[src/rtl/ifetch_unit.sv]
// ifetch_unit: instruction fetch stage with a small in-order {pc, instr} buffer
// Ports:
//   clk, rst_n                    clock, asynchronous active-low reset
//   iaddr / idata                 instruction memory address out, same-cycle data in
//   fetch_en                      allows new fetches
//   redirect_valid / redirect_pc  branch/jump redirect pulse and target
//   if_valid/if_pc/if_instr       buffer head toward the consumer
//   if_ready                      consumer accepts the head this cycle
//   fault / fault_pc              fetch fault flag and offending address
module ifetch_unit #(
  parameter logic [31:0] RESET_PC   = 32'h0000_0000,
  parameter int          DEPTH      = 2,
  parameter int          IMEM_WORDS = 32
) (
  input  logic        clk,
  input  logic        rst_n,
  output logic [31:0] iaddr,
  input  logic [31:0] idata,
  input  logic        fetch_en,
  input  logic        redirect_valid,
  input  logic [31:0] redirect_pc,
  output logic        if_valid,
  output logic [31:0] if_pc,
  output logic [31:0] if_instr,
  input  logic        if_ready,
  output logic        fault,
  output logic [31:0] fault_pc
);
  localparam int AW = $clog2(DEPTH);
  localparam int CW = $clog2(DEPTH + 1);
  typedef enum logic [1:0] {IDLE, FETCH, FAULT} state_t;
  state_t state, state_nx;
  logic [31:0] pc, pc_nx, fault_pc_nx;
  logic fault_nx;
  logic [31:0] buf_pc [DEPTH];
  logic [31:0] buf_instr [DEPTH];
  logic [AW-1:0] rd_ptr, wr_ptr;
  logic [CW-1:0] count;
  logic active, in_range, pop, push, flush;
  assign iaddr    = pc;
  assign if_valid = count != '0;
  assign if_pc    = if_valid ? buf_pc[rd_ptr] : '0;
  assign if_instr = if_valid ? buf_instr[rd_ptr] : '0;
  assign active   = state == FETCH && fetch_en && !redirect_valid;
  assign in_range = {2'b00, pc[31:2]} < 32'(IMEM_WORDS);
  assign pop      = if_valid && if_ready;
  assign push     = active && in_range && (count < CW'(DEPTH) || pop);
  // a redirect discards everything, including an entry popped in the same cycle
  assign flush    = redirect_valid && state != IDLE;
  always_comb begin
    state_nx    = state;
    pc_nx       = push ? pc + 32'd4 : pc;
    fault_nx    = fault;
    fault_pc_nx = fault_pc;
    if (state == IDLE) begin
      state_nx = FETCH;
    end else if (redirect_valid) begin
      if (redirect_pc[1:0] == 2'b00) begin
        state_nx = FETCH;
        pc_nx    = redirect_pc;
        fault_nx = 1'b0;
      end else begin
        state_nx    = FAULT;
        fault_nx    = 1'b1;
        fault_pc_nx = redirect_pc;
      end
    end else if (active && !in_range) begin
      state_nx    = FAULT;
      fault_nx    = 1'b1;
      fault_pc_nx = pc;
    end
  end
  always_ff @(posedge clk or negedge rst_n) begin
    if (!rst_n) begin
      state    <= IDLE;
      pc       <= RESET_PC;
      fault    <= 1'b0;
      fault_pc <= '0;
    end else begin
      state    <= state_nx;
      pc       <= pc_nx;
      fault    <= fault_nx;
      fault_pc <= fault_pc_nx;
    end
  end
  always_ff @(posedge clk or negedge rst_n) begin
    if (!rst_n) begin
      rd_ptr <= '0;
      wr_ptr <= '0;
      count  <= '0;
    end else if (flush) begin
      rd_ptr <= '0;
      wr_ptr <= '0;
      count  <= '0;
    end else begin
      if (push) wr_ptr <= (wr_ptr == AW'(DEPTH - 1)) ? '0 : wr_ptr + AW'(1);
      if (pop) rd_ptr <= (rd_ptr == AW'(DEPTH - 1)) ? '0 : rd_ptr + AW'(1);
      count <= count + CW'(push) - CW'(pop);
    end
  end
  // payload needs no reset: head outputs are masked while the buffer is empty
  always_ff @(posedge clk) begin
    if (push) begin
      buf_pc[wr_ptr]    <= pc;
      buf_instr[wr_ptr] <= idata;
    end
  end
endmodule

[config.mk]
export PLATFORM = sky130hd
export DESIGN_NAME = ifetch_unit
export DESIGN_NICKNAME = d
export VERILOG_FILES = /design/src/rtl/ifetch_unit.sv
export SDC_FILE = /design/constraint.sdc
export NUM_CORES = 1
export LEC_CHECK = 0
export BUFFER_PORTS_ARGS = -buffer_cell sky130_fd_sc_hd__buf_4
export CORE_AREA = 2 2 133 135
export DETAILED_ROUTE_END_ITERATION = 12
export DIE_AREA = 0 0 135 137
export GPL_TIMING_DRIVEN = 0
export PLACE_DENSITY = 0.74
export SETUP_SLACK_MARGIN = 0.2
export SYNTH_ARGS = -nofsm -noshare
export SYNTH_HDL_FRONTEND = slang
export SYNTH_SLANG_ARGS = --single-unit
[constraint.sdc]
create_clock -name clk -period 6.45 [get_ports clk]
set_clock_uncertainty 0.2 [all_clocks]
set_input_delay 0.9675 -clock clk [delete_from_list [all_inputs] [get_ports clk]]
set_output_delay 0.9675 -clock clk [all_outputs]
set_load 0.02 [all_outputs]
==> flow_summary_export.csv <==
group,metric,value,unit
sta,rsz0062_at_grt,"false",
power_and_ir_drop,netSwitchingFraction,0.330,
synthesis,synth_cell_types,37,
synthesis,synth_top_cell_area_share,0.460,
critical_path,cp-end-kind,"output port",
clock_network,cts.htree.levels,4,
synthesis,synth_edf_count,128,
floorplan,io_pins,199,
synthesis,syn_area,8360,um^2
clock_network,cts_root_buf,"clkbuf_16",
synthesis,synth_seq_area_share,0.673,
clock_network,postCtsSetupRepairBufs,0,
place,place_inst,989,
critical_path,crit_type,"flop to output port",
grt,overflow,0,
routing,routed_via_density,5.05,
cells_and_area,diodes,0,
sta,setup_tns,0,ns
power_and_ir_drop,leakage,4.48,nW
critical_path,crit_arrival,2.27,ns
floorplan,die-area,18500,um^2
routing,wl_per_cell,18.1,um
clock_network,cts-buffers-inserted,17,
min_path,hp-class,"flop to flop",
critical_path,critPathMaxFanout,10,
synthesis,synth_warnings,0,
routing,num_vias,5160,
sta,report.final.slew_viol_count,0,
critical_path,worstPathRequired,5.28,ns
power_and_ir_drop,clkPwrFrac,0.258,
floorplan,start_util,0.490,
clock_network,cts.sinks,199,
grt,grt_antenna_before_repair,0,
routing,drtIter0Drc,238,
cells_and_area,drive_gt1_frac,0.401,
cells_and_area,syn2layout_area_growth,29.1,%
clock_network,cts_tree,"yes",
power_and_ir_drop,seq_power_share,0.417,
power_and_ir_drop,power_density,388,nW/um^2
grt,grtUsageTotal,0.204,
clock_network,clk_pin_slew,0.07,ns
power_and_ir_drop,power,4.19,mW
synthesis,synth.top_cells.by_area,"edfxtp_1 46%, dfrtp_1 21%, mux2i_1 7.8%",
floorplan,die_h,137,um
flow_run,drv_cap,0,
floorplan,core,17100,um^2
clock_network,cts_hold_buffers,0,
cells_and_area,fill_cells,1321,
floorplan,rows,48,
synthesis,ys_async_sr_fraction,0.357,
outcome,status,"finished clean",
place,globalplace.congestion,0.777,
sta,worst_pin_slew,0.928,ns
power_and_ir_drop,power_frac_comb,0.325,
synthesis,syn_avg_cell_area,14.8,um^2
power_and_ir_drop,peakVddDrop,275,uV
cells_and_area,instances_no_fill,1021,
power_and_ir_drop,p_int,2.81,mW
grt,grt_max_degree,72,
cells_and_area,seqCellArea,5620,um^2
sta,fin_crit_sh,0.533,
floorplan,die-width,135,um
min_path,hp-start,"fault_pc[10]",
clock_network,clk_latency,0.43,ns
power_and_ir_drop,netSwitchingPower,1.38,mW
grt,grt_first_pass_wirelength,28200,um
place,port_buffers,198,
critical_path,cp-startpoint,"rd_ptr",
synthesis,syn_inst,564,
routing,dr.pass1.iters,4,
synthesis,synth_ff_type,"edfxtp_1",
synthesis,yosys_register_bits,199,
cells_and_area,nets,855,
place,dp_hpwl,12800,um
routing,drcViolationCount,0,
critical_path,cp-start-kind,"flop",
clock_network,cts_buffer_depth,2,
synthesis,synth_area_leader_cell,"edfxtp_1",
routing,antenna_left,0,
place,placed_area,10200,um^2
critical_path,r2r_start,"iaddr[25]",
sta,slew_headroom,0.381,
grt,grt_pass1_vias,5297,
sta,setup_violations,0,
clock_network,cts_resized,0,
routing,drt_wl_total,18500,um
sta,post-route-min-period,3.44,ns
sta,max_freq,291,MHz
sta,hold_viol_final,0,
cells_and_area,multiInputGateArea,2540,um^2
cells_and_area,fin_area,10800,um^2
critical_path,r2r_slack,3.48,ns
synthesis,syn_nets,636,
synth_stat cells, drive strengths merged, types with 3 or more instances:
| master | n |
|---|---|
| nor2 | 78 |
| nor4 | 7 |
| clkbuf | 14 |
| xnor2 | 8 |
| dfrtp | 71 |
| nand2 | 77 |
| and2 | 6 |
| edfxtp | 128 |
| ha | 3 |
| inv | 5 |
| o21ai | 8 |
| a21oi | 5 |
| mux2 | 64 |
| buf | 12 |
| mux2i | 65 |
worst max-delay path, cell delays in order (launching register included):
cell	delay, ns
dfrtp_1	0.34
clkbuf_1	0.51
buf_2	0.46
mux2i_1	0.29
nor2_1	0.07
buf_4	0.17
cell type report:
class,instances,share of cell area
Sequential cell,199,0.521
Multi-Input combinational cell,333,0.235
Timing Repair Buffer,200,0.142
Clock buffer,18,0.0398
Tap cell,225,0.0261
Buffer,27,0.0175
Clock inverter,14,0.0164
Inverter,5,0.00174
stage by stage:
step | utilization | setup slack (ns) | hold WS, ns
final | 0.632 | 3.01 | 0.315
after global routing | 0.632 | 2.89 | 0.333
after CTS | 0.632 | 2.96 | 0.319
after detailed placement | 0.597 | 3.05 | 0.295
after global placement | 0.594 | -0.367 | 0.298
after floorplan | - | 1.30 | 0.324
metal layers:
layer,vias to the layer above,wire length (um),track usage
met5,-,0,0
met4,0,367,0.0839
met3,30,1410,0.0607
met2,198,9000,0.333
met1,2498,7670,0.255
li1,2434,-,-
worst paths after layout:
path / endpoint / cells past startpoint
max: if_instr[1] / 5
max reg2reg: buf_pc[0][29] / 6
min reg2reg: fault_pc[10] / 1
min in group asynchronous: fault_pc[13] / 1
max in group asynchronous: iaddr[1] / 1
min: fault_pc[10] / 1
cell usage in the layout, fill, tap and decap left out, types with 13 or more instances in the layout:
cell and n:
mux2i_1 65, mux2_2 34, clkbuf_1 13, mux2_4 30
edfxtp_1 128, clkbuf_16 17, nand2_1 77, buf_4 198
dfrtp_1 71, nor2_1 77
logic make-up (layout without fill, tap and decap cells):
group | Yosys count | count (layout) | synth area share
flip-flops | 199 | 199 | 0.673
AND/OR/NAND/NOR | 178 | 178 | 0.0997
buffers and inverters | 32 | 264 | 0.0249
XOR/XNOR | 8 | 8 | 0.00838
multiplexers | 129 | 129 | 0.178
adder cells (fa/ha/maj) | 3 | 3 | 0.00449
AO/OA/AOI/OAI | 15 | 15 | 0.0124
flip-flops by register name, summed over array words and instances (netlist names):
register	flops
iaddr	32
buf_instr	64
count	2
fault_pc	32
buf_pc	64
wr_ptr	1
state	2
rd_ptr	1
fault	1
power groups by stage:
stage / combinational (mW) / clock, mW / sequential (mW)
after CTS: 1.37 / 1.10 / 1.74
final: 1.36 / 1.08 / 1.75
after global routing: 1.45 / 1.15 / 1.77
after global placement: 1.35 / 0 / 1.75
after floorplan: 0.632 / 0 / 1.91
after detailed placement: 1.37 / 0 / 1.77
Power figures use the tool's default switching activity.
